## config.mk

```make
export PLATFORM = sky130hd
export DESIGN_NAME = otter_fetch_stage
export DESIGN_NICKNAME = d
export VERILOG_FILES = /design/src/rtl/otter_fetch_stage.sv
export SDC_FILE = /design/constraint.sdc
export NUM_CORES = 1
export LEC_CHECK = 0
export BUFFER_PORTS_ARGS = -buffer_cell sky130_fd_sc_hd__clkbuf_2
export CORE_MARGIN = 1
export CORE_UTILIZATION = 50
export DETAILED_ROUTE_END_ITERATION = 8
export GPL_TIMING_DRIVEN = 0
export PLACE_DENSITY = 0.9
export SYNTH_ARGS = -nofsm -noshare
export SYNTH_HDL_FRONTEND = slang
export SYNTH_SLANG_ARGS = --single-unit
```

## constraint.sdc

```tcl
create_clock -name CLK -period 5.9 [get_ports CLK]
set_input_delay 0.59 -clock CLK [delete_from_list [all_inputs] [get_ports CLK]]
set_output_delay 0.59 -clock CLK [all_outputs]
set_load 0.03 [all_outputs]
```

## src/rtl/otter_fetch_stage.sv

```systemverilog
// OTTER RV32I instruction-fetch stage: owns the fetch PC, drives the synchronous
// instruction memory port and presents the IF/ID slot with stall skid and EX redirect.
module otter_fetch_stage #(
  parameter logic [31:0] RESET_VEC = 32'h0000_0000,
  parameter int          IMEM_AW   = 14
) (
  input  logic               CLK,
  input  logic               RST,
  input  logic               STALL,
  input  logic               FLUSH,
  input  logic [31:0]        REDIRECT_PC,
  output logic               IMEM_RDEN,
  output logic [IMEM_AW-1:0] IMEM_ADDR,
  input  logic [31:0]        IMEM_DOUT,
  output logic [31:0]        IF_ID_PC,
  output logic [31:0]        IF_ID_PC_INC,
  output logic [31:0]        IF_ID_IR,
  output logic               IF_ID_VALID
);

  typedef enum logic [1:0] {
    BOOT = 2'd0,
    RUN  = 2'd1,
    HOLD = 2'd2
  } state_t;

  state_t      state_q,    state_d;
  logic [31:0] pc_fetch_q, pc_fetch_d;
  logic [31:0] pc_dec_q,   pc_dec_d;
  logic [31:0] hold_ir_q,  hold_ir_d;
  logic        hold_vld_q, hold_vld_d;
  logic        slot_vld_q, slot_vld_d;

  logic        unused_redirect_lsbs;
  assign unused_redirect_lsbs = ^REDIRECT_PC[1:0];

  // Next-state: FLUSH outranks STALL, STALL outranks advance.
  always_comb begin
    state_d    = state_q;
    pc_fetch_d = pc_fetch_q;
    pc_dec_d   = pc_dec_q;
    hold_ir_d  = hold_ir_q;
    hold_vld_d = hold_vld_q;
    slot_vld_d = slot_vld_q;
    if (FLUSH) begin
      pc_fetch_d = {REDIRECT_PC[31:2], 2'b00};
      slot_vld_d = 1'b0;
      hold_vld_d = 1'b0;
      state_d    = RUN;
    end else if (STALL) begin
      // Only the first stalled cycle of a live slot has a word worth keeping;
      // the memory is not read again until the stall lifts.
      if (state_q == RUN && slot_vld_q) begin
        hold_ir_d  = IMEM_DOUT;
        hold_vld_d = 1'b1;
        state_d    = HOLD;
      end
    end else begin
      pc_dec_d   = pc_fetch_q;
      pc_fetch_d = pc_fetch_q + 32'd4;
      slot_vld_d = 1'b1;
      hold_vld_d = 1'b0;
      state_d    = RUN;
    end
  end

  always_ff @(posedge CLK or posedge RST) begin
    if (RST) begin
      state_q    <= BOOT;
      pc_fetch_q <= RESET_VEC;
      pc_dec_q   <= RESET_VEC;
      hold_vld_q <= 1'b0;
      slot_vld_q <= 1'b0;
    end else begin
      state_q    <= state_d;
      pc_fetch_q <= pc_fetch_d;
      pc_dec_q   <= pc_dec_d;
      hold_vld_q <= hold_vld_d;
      slot_vld_q <= slot_vld_d;
    end
  end

  // Skid data is qualified by hold_vld_q, so it needs no reset.
  always_ff @(posedge CLK) begin
    hold_ir_q <= hold_ir_d;
  end

  assign IMEM_ADDR    = pc_fetch_q[IMEM_AW+1:2];
  assign IMEM_RDEN    = ~RST & (FLUSH | ~STALL);
  assign IF_ID_PC     = pc_dec_q;
  assign IF_ID_PC_INC = pc_dec_q + 32'd4;
  assign IF_ID_IR     = hold_vld_q ? hold_ir_q : IMEM_DOUT;
  assign IF_ID_VALID  = (state_q != BOOT) & slot_vld_q;

endmodule

```

After elaboration in Yosys (flattened, before gate mapping)
Index checks and enable logic that the tools add are counted. Widths: inputs -> output; s select.

$add $sub $neg: 2. Equal/unequal tests: 3. Multiplexer cells: 11. Bitwise logic cells: 6. Reductions and logical operators: 4.

Operators with widths (count): $mux 32 (3); $add 32x3->32 const B (2); $mux 2 (3); $mux 1 (5); $ne 3x1->1 const B (1); $not 1->1 (3); $reduce_and 3->1 (1); $and 1x1->1 (2); $eq 2x1->1 const B (1); $ne 2x1->1 const B (1); $reduce_and 2->1 (1); $reduce_bool 2->1 (1); $logic_and 1x1->1 (1); $or 1x1->1 (1).

Bits in registers: 100. Input bits: 68. Output and inout port bits: 112. Word-level logic and storage cells: 32.

Logic depth before layout (Yosys ltp)
Gate-level depths: netlist of run 1.

Depth after elaboration: 5. Depth in mapped cells: 6. Gate-level depth less buffers: 5.

Worst setup path after synthesis of run 1
OpenSTA, ideal clock, no wires.

Path kind: input -> register. Start point: input FLUSH. End point: register hold_ir_q[0] (enable). Library setup time: 0.464 ns. Data arrival time: 3.230 ns. Required time: 5.436 ns. Path slack: 2.206 ns. Stages: 4. Path buffers: 1. Cells stage by stage: clkbuf_1 > inv_1 > nand2_1 > nor3_1.

Cells in the longest elaborated chain, start to end: 2.

Ends and longest elaborated chain: from (decl) (line 10) `input logic FLUSH,`; $not 1->1 (no source line); $reduce_and 3->1 (no source line); to (signal assigned) (line 85) `hold_ir_q <= hold_ir_d;`; to (decl) (line 30) `logic [31:0] hold_ir_q, hold_ir_d;`.

Every way passes these cells. A chain may end at the register's enable or synchronous reset.

Worst setup path after layout of run 1
Start point: register pc_dec_q[8], in the netlist IF_ID_PC[8]. End point: output IF_ID_PC_INC[27].

Cells in the longest elaborated chain, start to end: 1.

Ends and longest elaborated chain: from (decl) (line 29) `logic [31:0] pc_dec_q, pc_dec_d;`; from (signal assigned) (line 77) `pc_dec_q <= pc_dec_d;`; $add 32x3->32 (line 91) `assign IF_ID_PC_INC = pc_dec_q + 32'd4;`; to (decl) (line 16) `output logic [31:0] IF_ID_PC_INC,`.

Every way passes these cells.

==> flow_summary.yaml, run 1 <==
outcome:
  outcome: "finished, final reports clean"
cts:
  cts_tree: "done"
  cts_made_buffers: 9
  clkTransAtPathRegs_ps: 90
  htreeDepth: 3
  clkSinkCount: 95
  clock_latency_ps: 360
  hold_buffers: 0
  clock_path_buffers: 2
  root_buffer: "clkbuf_8"
  cts-resized-gates: 0
  cts_setup_buffers: 0
floorplanning:
  start_util: 0.513
  die_area_um2: 10400
  die_x_um: 102
  ios: 180
  core_area_um2: 9730
  die_h_um: 102
  rows: 36
sta:
  finalSetupViolations: 0
  timing.final.crit_share: 0.561
  grt_setup_unrepaired: "false"
  slew_headroom: 0.306
  fmax_mhz: 302
  layout_setup_ws_ps: 2590
  finalMaxSlewViolations: 0
  hold_viol: 0
  worst_slew_pin_slew_ps: 1040
  fin_skew_ps: 11.3
  fin_crit_ps: 3310
  tns_ps: 0
job:
  maxCapViolations: 0
route:
  via_per_inst: 5.52
  drc_errors: 0
  drt-total-wl_mm: 13.2
  drt_first_pass_iters: 5
  drtAntennaViolNets: 0
  drt_iter0_markers: 280
  vias: 4267
  wl_per_cell_um: 17.1
critical_path:
  rrSetupSlack_ps: 3500
  startpoint: "IF_ID_PC[8]"
  crit_required_ps: 5310
  crit_type: "reg2out"
  crit_fanout: 10
  end_kind: "output port"
  r2r-start: "pc_fetch_q[3]"
  timing.critical_path.from_type: "flip-flop"
  worstPathArrival_ps: 2720
hold_path:
  hold_class: "in2async"
global_routing:
  grt_max_degree: 39
  grt_use_total: 0.253
  grt_pass1_wl_mm: 19.8
  antenna_found_initial: 0
  overflow: 0
  grt_pass1_vias: 3951
synthesis:
  syn_area_um2: 4990
  synth_top_cell_area_share: 0.316
  synth_largest_area_cell: "dfrtp_1"
  ys_seq_area_frac: 0.509
  synthDistinctLibCells: 43
  ys_async_sr_fraction: 0.663
  synth_area_leaders: "dfrtp_1 32%, edfxtp_1 19%, mux2_2 14%, xnor2_1 5.6%, buf_4 2.7%"
  synth_edf_count: 32
  synthFlopType: "dfrtp_1"
  yosysWarningCount: 0
  synth_cells: 447
  syn_area_per_cell_um2: 11.2
  ys_seq_elements: 95
place:
  gp_congestion: 0.967
  pre_cts_slack_ps: 3020
  port_buffers: 171
  placed_cell_area_um2: 6070
  detailed_place_hpwl_mm: 10.1
power_and_ir_drop:
  finalPower_mw: 1.80
  combPwrFrac: 0.317
  p_sw_mw: 0.692
  p_sw_frac: 0.384
  p_clk_frac: 0.213
  leakagePower_nw: 2.72
  peakVddDrop_v: 0.000110
  seq_power_share: 0.471
  intPower_mw: 1.11
  p_per_area_nw_per_um2: 288
final_layout:
  n_fill_cell: 758
  diodes: 0
  area_growth_syn_to_layout_pct: 25.1
  layout_commonest_cell: "clkbuf_2"
  layout-drive-gt1-share: 0.436
  seq_area_um2: 2540
  layout_common_cells: "171 x clkbuf_2, 63 x dfrtp_1, 60 x mux2_2"
  design_area_um2: 6240
  multiInputGateArea_um2: 2190
  finalNetCount: 705
## layer usage
metal,part of all wire,up-vias,track usage
met5,0,-,0
met2,0.49,222,0.425
met4,0.029,0,0.129
met3,0.065,32,0.0369
met1,0.42,2036,0.322
li1,-,1977,-
## Yosys cell counts (3+ instances only)
library cell / count
a31oi_1: 14
edfxtp_1: 32
a21oi_1: 3
clkbuf_1: 17
or3_1: 8
nor3_1: 3
xor2_1: 9
o21ai_0: 25
inv_1: 13
dfrtp_1: 63
nand2_1: 36
nand3_1: 19
nor2_1: 27
and3_1: 9
and4_1: 4
o31ai_1: 4
xnor2_1: 32
nor4_1: 5
mux2_2: 60
nand4_1: 14
buf_4: 18
or4_1: 6
## power by group through the flow
| stage | registers [mW] | logic [mW] | clock network, mW |
|---|---|---|---|
| 2_1_floorplan | 0.905 | 0.327 | 0 |
| 3_3_place_gp | 0.853 | 0.551 | 0 |
| 3_5_place_dp | 0.858 | 0.569 | 0 |
| 4_1_cts | 0.844 | 0.572 | 0.385 |
| 5_1_grt | 0.857 | 0.605 | 0.411 |
| 6_report | 0.847 | 0.570 | 0.383 |
## cells by family (layout without fill, tap and decap cells)
kind of cell / count (synthesis) / count (layout) / synth area share
AOI/OAI and AO/OA: 49 / 49 / 0.0569
and+or+nand+nor: 146 / 146 / 0.163
adders and majority gates: 2 / 2 / 0.00501
DFF: 95 / 95 / 0.509
other: 1 / 4 / 0.000752
buffers and inverters: 52 / 242 / 0.0559
xor gates and xnor gates: 41 / 41 / 0.0720
muxes: 61 / 61 / 0.137
## through the flow
stage	util	hold WS, ps	cells
floorplan	-	503	450
CTS	0.642	286	773
detailed placement	0.624	563	757
global route	0.642	315	773
finish	0.642	270	773
global placement	0.619	520	754
## critical path: stages, from the launching register on
cell and delay (ps):
dfrtp_1 460, nand4_1 220, nor4b_2 930, nand4b_1 270
xnor2_1 250, clkbuf_2 240
## final timing paths
kind                               endpoint  depth (start not counted)
setup / recovery           IF_ID_PC_INC[27]                          5
hold / removal               pc_fetch_q[12]                          2
setup reg to reg             pc_fetch_q[30]                          6
hold reg to reg                  state_q[0]                          2
max in group asynchronous      IF_ID_PC[29]                          3
min in group CLK              hold_ir_q[24]                          1
## flip-flops by register name (all words and copies together), names as in the netlist
name,count
slot_vld_q,1
hold_ir_q,32
pc_fetch_q,30
state_q,2
IF_ID_PC,30
## area by class of cell
type                       instances  share of cell area
sequential                        95               0.406
clock inverter                     3             0.00301
clock buffer                      13              0.0239
inverter                          13             0.00782
multi-input combinational        303               0.351
buffer                            39              0.0369
timing repair buffer             174               0.145
tap                              133              0.0267
No activity file was read; power rests on OpenSTA's default activity.
==> run 2, diff against run 1 <==
--- a/config.mk
+++ b/config.mk
@@ -7,10 +7,10 @@
 export LEC_CHECK = 0
 export BUFFER_PORTS_ARGS = -buffer_cell sky130_fd_sc_hd__clkbuf_2
 export CORE_MARGIN = 1
-export CORE_UTILIZATION = 50
+export CORE_UTILIZATION = 45
 export DETAILED_ROUTE_END_ITERATION = 8
 export GPL_TIMING_DRIVEN = 0
-export PLACE_DENSITY = 0.9
+export PLACE_DENSITY = 0.86
 export SYNTH_ARGS = -nofsm -noshare
 export SYNTH_HDL_FRONTEND = slang
 export SYNTH_SLANG_ARGS = --single-unit
==> constraint.sdc (replaced) <==
create_clock -name CLK -period 2.8 [get_ports CLK]
set_input_delay 0.28 -clock CLK [delete_from_list [all_inputs] [get_ports CLK]]
set_output_delay 0.28 -clock CLK [all_outputs]
set_load 0.03 [all_outputs]
==> run 2 against run 1 <==
Effect of this change:
- combinational power increased by 110%
- cell area increased by 1.6%
- critical path depth increased by 2
- clock skew decreased by 0.78 ps
- power increased by 110%
- largest cell class unchanged
==> flow_summary.yaml, run 2 (synthesis gave the netlist of run 1 again) <==
outcome:
  outcome: "finished, final reports clean"
floorplanning:
  die_area_um2: 11500
  start_util: 0.460
  die_h_um: 107
  ios: 180
  rows: 38
  die_x_um: 107
  core_area_um2: 10800
sta:
  timing.final.crit_share: 0.933
  slew_headroom: 0.573
  tns_ps: 0
  grt_setup_unrepaired: "false"
  fin_skew_ps: 10.6
  fin_crit_ps: 2610
  hold_viol: 0
  finalSetupViolations: 0
  fmax_mhz: 383
  worst_slew_pin_slew_ps: 641
  finalMaxSlewViolations: 0
final_layout:
  finalNetCount: 708
  largest_register_ffs: 32
  regMostFlops: "hold_ir_q"
  layout_commonest_cell: "clkbuf_2"
  layout_common_cells: "172 x clkbuf_2, 62 x dfrtp_1, 60 x mux2_2"
  area_growth_syn_to_layout_pct: 27.1
  n_fill_cell: 873
  diodes: 0
  layout-drive-gt1-share: 0.444
place:
  gp_congestion: 0.943
  detailed_place_hpwl_mm: 9.89
  port_buffers: 171
global_routing:
  overflow: 0
  antenna_found_initial: 0
  grt_pass1_wl_mm: 20.3
  grt_max_degree: 38
  grt_pass1_vias: 3954
  grt_use_total: 0.229
cts:
  clkSinkCount: 95
  clock_latency_ps: 360
  clock_path_buffers: 2
  cts_tree: "done"
  htreeDepth: 3
  root_buffer: "clkbuf_8"
  clkTransAtPathRegs_ps: 90
  cts_made_buffers: 9
route:
  drt_iter0_markers: 263
  wl_per_cell_um: 16.6
  drtAntennaViolNets: 0
  via_per_inst: 5.39
  drt-total-wl_mm: 13.0
  vias: 4217
  drc_errors: 0
  drt_first_pass_iters: 4
power_and_ir_drop:
  peakVddDrop_v: 0.000249
  leakagePower_nw: 2.78
  p_per_area_nw_per_um2: 607
  finalPower_mw: 3.85
critical_path:
  timing.critical_path.from_type: "flip-flop"
  rrSetupSlack_ps: 320
  end_kind: "output port"
  worstPathArrival_ps: 2330
  crit_type: "reg2out"
  r2r_cells: 6
  crit_end: "IF_ID_PC_INC[18]"
  crit_required_ps: 2520
  crit_fanout: 10
  startpoint: "IF_ID_PC[14]"
  r2r-start: "pc_fetch_q[2]"
  rr_endpoint: "pc_fetch_q[30]"
hold_path:
  hold_class: "in2reg"
job:
  maxCapViolations: 0
[run 2: cell types whose count changed in the layout (fill, tap and decap cells not counted), sizes merged]
cell         delta
dlygate4sd3     +1
clkbuf          -2
buf             +2
clkinv          -1
inv             +1
clkinvlp        +1
[run 2: per-stage QoR]
step | hold WS, ps | area (um2) | util | instances | worst slack, ps
3_5_place_dp | 380 | 6090 | 0.562 | 763 | 240
3_3_place_gp | 473 | 6040 | 0.557 | 761 | -228
2_1_floorplan | 379 | 5010 | - | 450 | 241
6_report | 111 | 6340 | 0.585 | 782 | 186
5_1_grt | 93.5 | 6340 | 0.585 | 782 | 23.4
4_1_cts | 96.6 | 6310 | 0.582 | 779 | 20.9
[run 2: report_power, final]
part / leakage, nW / internal [mW] / switching (mW) / total, mW
logic: 1.65 / 0.416 / 0.783 / 1.20
registers: 1.03 / 1.57 / 0.221 / 1.79
clock network: 0.0969 / 0.397 / 0.464 / 0.861
[run 2: metal layers]
metal / vias up / routed length (um) / track usage
li1: 1985 / - / -
met1: 1958 / 5400 / 0.299
met2: 253 / 6290 / 0.374
met3: 21 / 1030 / 0.0418
met4: 0 / 260 / 0.0988
met5: - / 0 / 0
[run 2: what timing repair did]
item / CTS / global route
hold endpoints to repair: 26 / 0
setup buffers: 0 / 3
hold buffers: 1 / 0
endpoints found under the setup margin: 14 / 16
pin swaps: 0 / 2
resized for setup: 2 / 3
[run 2: final cells by class]
class / count / area [um2] / share of cell area
sequential: 95 / 2540 / 0.400
clock inverter: 4 / 27.5 / 0.00434
buffer: 39 / 231 / 0.0365
clock buffer: 11 / 163 / 0.0256
timing repair buffer: 177 / 948 / 0.150
inverter: 13 / 48.8 / 0.00769
tap: 140 / 175 / 0.0276
multi-input combinational: 303 / 2210 / 0.349
[run 2: critical path, stage by stage (launching register included)]
cell	delay, ps
dfrtp_1	480
and4_1	290
and3_1	170
clkbuf_1	220
clkbuf_2	270
nand2_1	110
xnor2_1	200
clkbuf_2	240
[run 2: worst min path at each step]
stage | slack (ps) | startpoint | end | depth (start not counted)
final | 110 | IMEM_DOUT[20] | hold_ir_q[20] | 1
after global routing | 90 | IMEM_DOUT[16] | hold_ir_q[16] | 1
after CTS | 100 | IMEM_DOUT[20] | hold_ir_q[20] | 1
after detailed placement | 380 | RST | pc_fetch_q[17] | 2
after global placement | 470 | IMEM_DOUT[0] | hold_ir_q[0] | 1
after floorplan | 380 | IMEM_DOUT[0] | hold_ir_q[0] | 0
==> run 3, diff against run 2 <==
--- a/config.mk
+++ b/config.mk
@@ -7,10 +7,11 @@
 export LEC_CHECK = 0
 export BUFFER_PORTS_ARGS = -buffer_cell sky130_fd_sc_hd__clkbuf_2
 export CORE_MARGIN = 1
-export CORE_UTILIZATION = 45
+export CORE_UTILIZATION = 47
+export CTS_BUF_LIST = sky130_fd_sc_hd__clkbuf_2 sky130_fd_sc_hd__clkbuf_4 sky130_fd_sc_hd__clkbuf_8
 export DETAILED_ROUTE_END_ITERATION = 8
 export GPL_TIMING_DRIVEN = 0
-export PLACE_DENSITY = 0.86
+export PLACE_DENSITY = 0.89
 export SYNTH_ARGS = -nofsm -noshare
 export SYNTH_HDL_FRONTEND = slang
 export SYNTH_SLANG_ARGS = --single-unit
==> run 3 against run 2 <==
Effect of this change:
- via count is 0.55% higher
- clock skew grew 0.88 ps
- combinational power hardly changed
- power up 3.4%
- clock-buffer cell count is the same
- critical path type unchanged
- largest cell class unchanged
==> flow_summary.yaml, run 3 (synthesis gave the netlist of run 1 again) <==
final_layout:
  area_growth_syn_to_layout_pct: 26.8
  diodes: 0
  finalNetCount: 705
  largest_register_ffs: 32
  layout_commonest_cell: "clkbuf_2"
  finalCoreUtilization: 0.613
  layout_common_cells: "172 x clkbuf_2, 62 x dfrtp_1, 60 x mux2_2"
  layout-drive-gt1-share: 0.444
  instances_no_fill: 776
  regMostFlops: "hold_ir_q"
route:
  drt-total-wl_mm: 12.9
  vias: 4240
  wl_per_cell_um: 16.6
  drc_errors: 0
  via_per_inst: 5.46
  drt_iter0_markers: 300
  drt_first_pass_iters: 4
  drtAntennaViolNets: 0
sta:
  slew_headroom: 0.494
  finalSetupViolations: 0
  finalMaxSlewViolations: 0
  worst_slew_pin_slew_ps: 757
  fin_crit_ps: 2650
  timing.final.crit_share: 0.948
  hold_ws_ps: 4.98
  hold_viol: 0
  layout_setup_ws_ps: 146
  fmax_mhz: 377
  fin_skew_ps: 11.4
  grt_setup_unrepaired: "false"
critical_path:
  rrSetupSlack_ps: 450
  crit_buf_inv: 1
  crit_top_cell: "nand4_1"
  critPathSlowestCell: "nor3_4"
  path_depth: 6
  crit_type: "reg2out"
  end_kind: "output port"
  crit_required_ps: 2520
  timing.critical_path.from_type: "flip-flop"
  crit_fanout: 10
  cp_top_family: "simple AND/OR/NAND/NOR gates"
  worstPathArrival_ps: 2370
  r2r_cells: 6
  path_cells: "ha_1, nand4_1, nor3_4, nand4_1, xnor2_1, clkbuf_2"
  max_stage_delay_ps: 460
floorplanning:
  die_area_um2: 11000
  start_util: 0.483
  rows: 37
  die_x_um: 105
  core_area_um2: 10300
  ios: 180
  die_h_um: 105
cts:
  clock_path_buffers: 2
  clkSinkCount: 95
  cts_made_buffers: 9
  cts_tree: "done"
  root_buffer: "clkbuf_8"
  htreeDepth: 3
  clkTransAtPathRegs_ps: 90
  clock_latency_ps: 360
global_routing:
  globalRouteMet1Util: 0.313
  grt_use_total: 0.242
  grt_pass1_vias: 4115
  grt_max_degree: 36
  gr-max-usage-layer: "met2"
  use_met3: 0.0393
  grt_pass1_wl_mm: 20.8
  met2_usage: 0.391
  overflow: 0
  antenna_found_initial: 0
power_and_ir_drop:
  finalPower_mw: 3.98
  p_per_area_nw_per_um2: 630
  leakagePower_nw: 2.77
  peakVddDrop_v: 0.000283
place:
  detailed_place_hpwl_mm: 9.93
  pre_cts_slack_ps: 219
  gp_congestion: 0.924
  dp.cells: 759
  port_buffers: 171
outcome:
  outcome: "finished, final reports clean"
hold_path:
  hold_class: "in2async"
job:
  maxCapViolations: 0
## run 3: cell count changes in the layout (fill, tap and decap cells not counted)
cell | previous run | this run
clkbuf_4 | 0 | 1
buf_4 | 20 | 19
buf_8 | 0 | 1
inv_4 | 1 | 0
buf_12 | 2 | 1
bufinv_16 | 0 | 2
dlygate4sd3_1 | 1 | 0
clkbuf_16 | 1 | 0
buf_16 | 1 | 0
## run 3: metal layers
metal | vias to the layer above | share of wire | routed length, um
met2 | 229 | 0.49 | 6370
met3 | 27 | 0.067 | 867
met5 | - | 0 | 0
met1 | 2010 | 0.41 | 5320
li1 | 1974 | - | -
met4 | 0 | 0.025 | 327
## run 3: final cells by class
class | instances | area (um2)
Inverter | 13 | 48.8
Sequential cell | 95 | 2540
Timing Repair Buffer | 174 | 898
Clock inverter | 5 | 81.3
Buffer | 39 | 231
Multi-Input combinational cell | 303 | 2210
Clock buffer | 11 | 145
Fill cell | 809 | 4000
Tap cell | 136 | 170
## run 3: where the power goes
| group | switching [mW] | internal, mW |
|---|---|---|
| registers | 0.217 | 1.57 |
| logic | 0.785 | 0.415 |
| clock network | 0.455 | 0.538 |
| total | 1.46 | 2.52 |
## run 3: per-stage QoR
stage | TNS, ps | instance area (um2)
final | 0 | 6320
after floorplan | 0 | 5010
after global placement | -6960 | 6030
after detailed placement | 0 | 6070
after global routing | 0 | 6320
after CTS | 0 | 6310
## run 3: final timing paths
path                          startpoint          endpoint
max reg2reg                pc_fetch_q[3]    pc_fetch_q[30]
min in group CLK           IMEM_DOUT[31]     hold_ir_q[31]
min                                  RST    pc_fetch_q[12]
max in group asynchronous            RST        state_q[0]
max                          IF_ID_PC[3]  IF_ID_PC_INC[26]
min reg2reg                   slot_vld_q        state_q[1]
## run 3: repair_timing
| item | CTS | global route |
|---|---|---|
| endpoints found under the setup margin | 10 | 19 |
| hold buffers | 0 | 0 |
| resized for setup | 1 | 4 |
| pin swaps | 0 | 1 |
| hold endpoints to repair | 0 | 0 |
| buffers inserted | 0 | 1 |
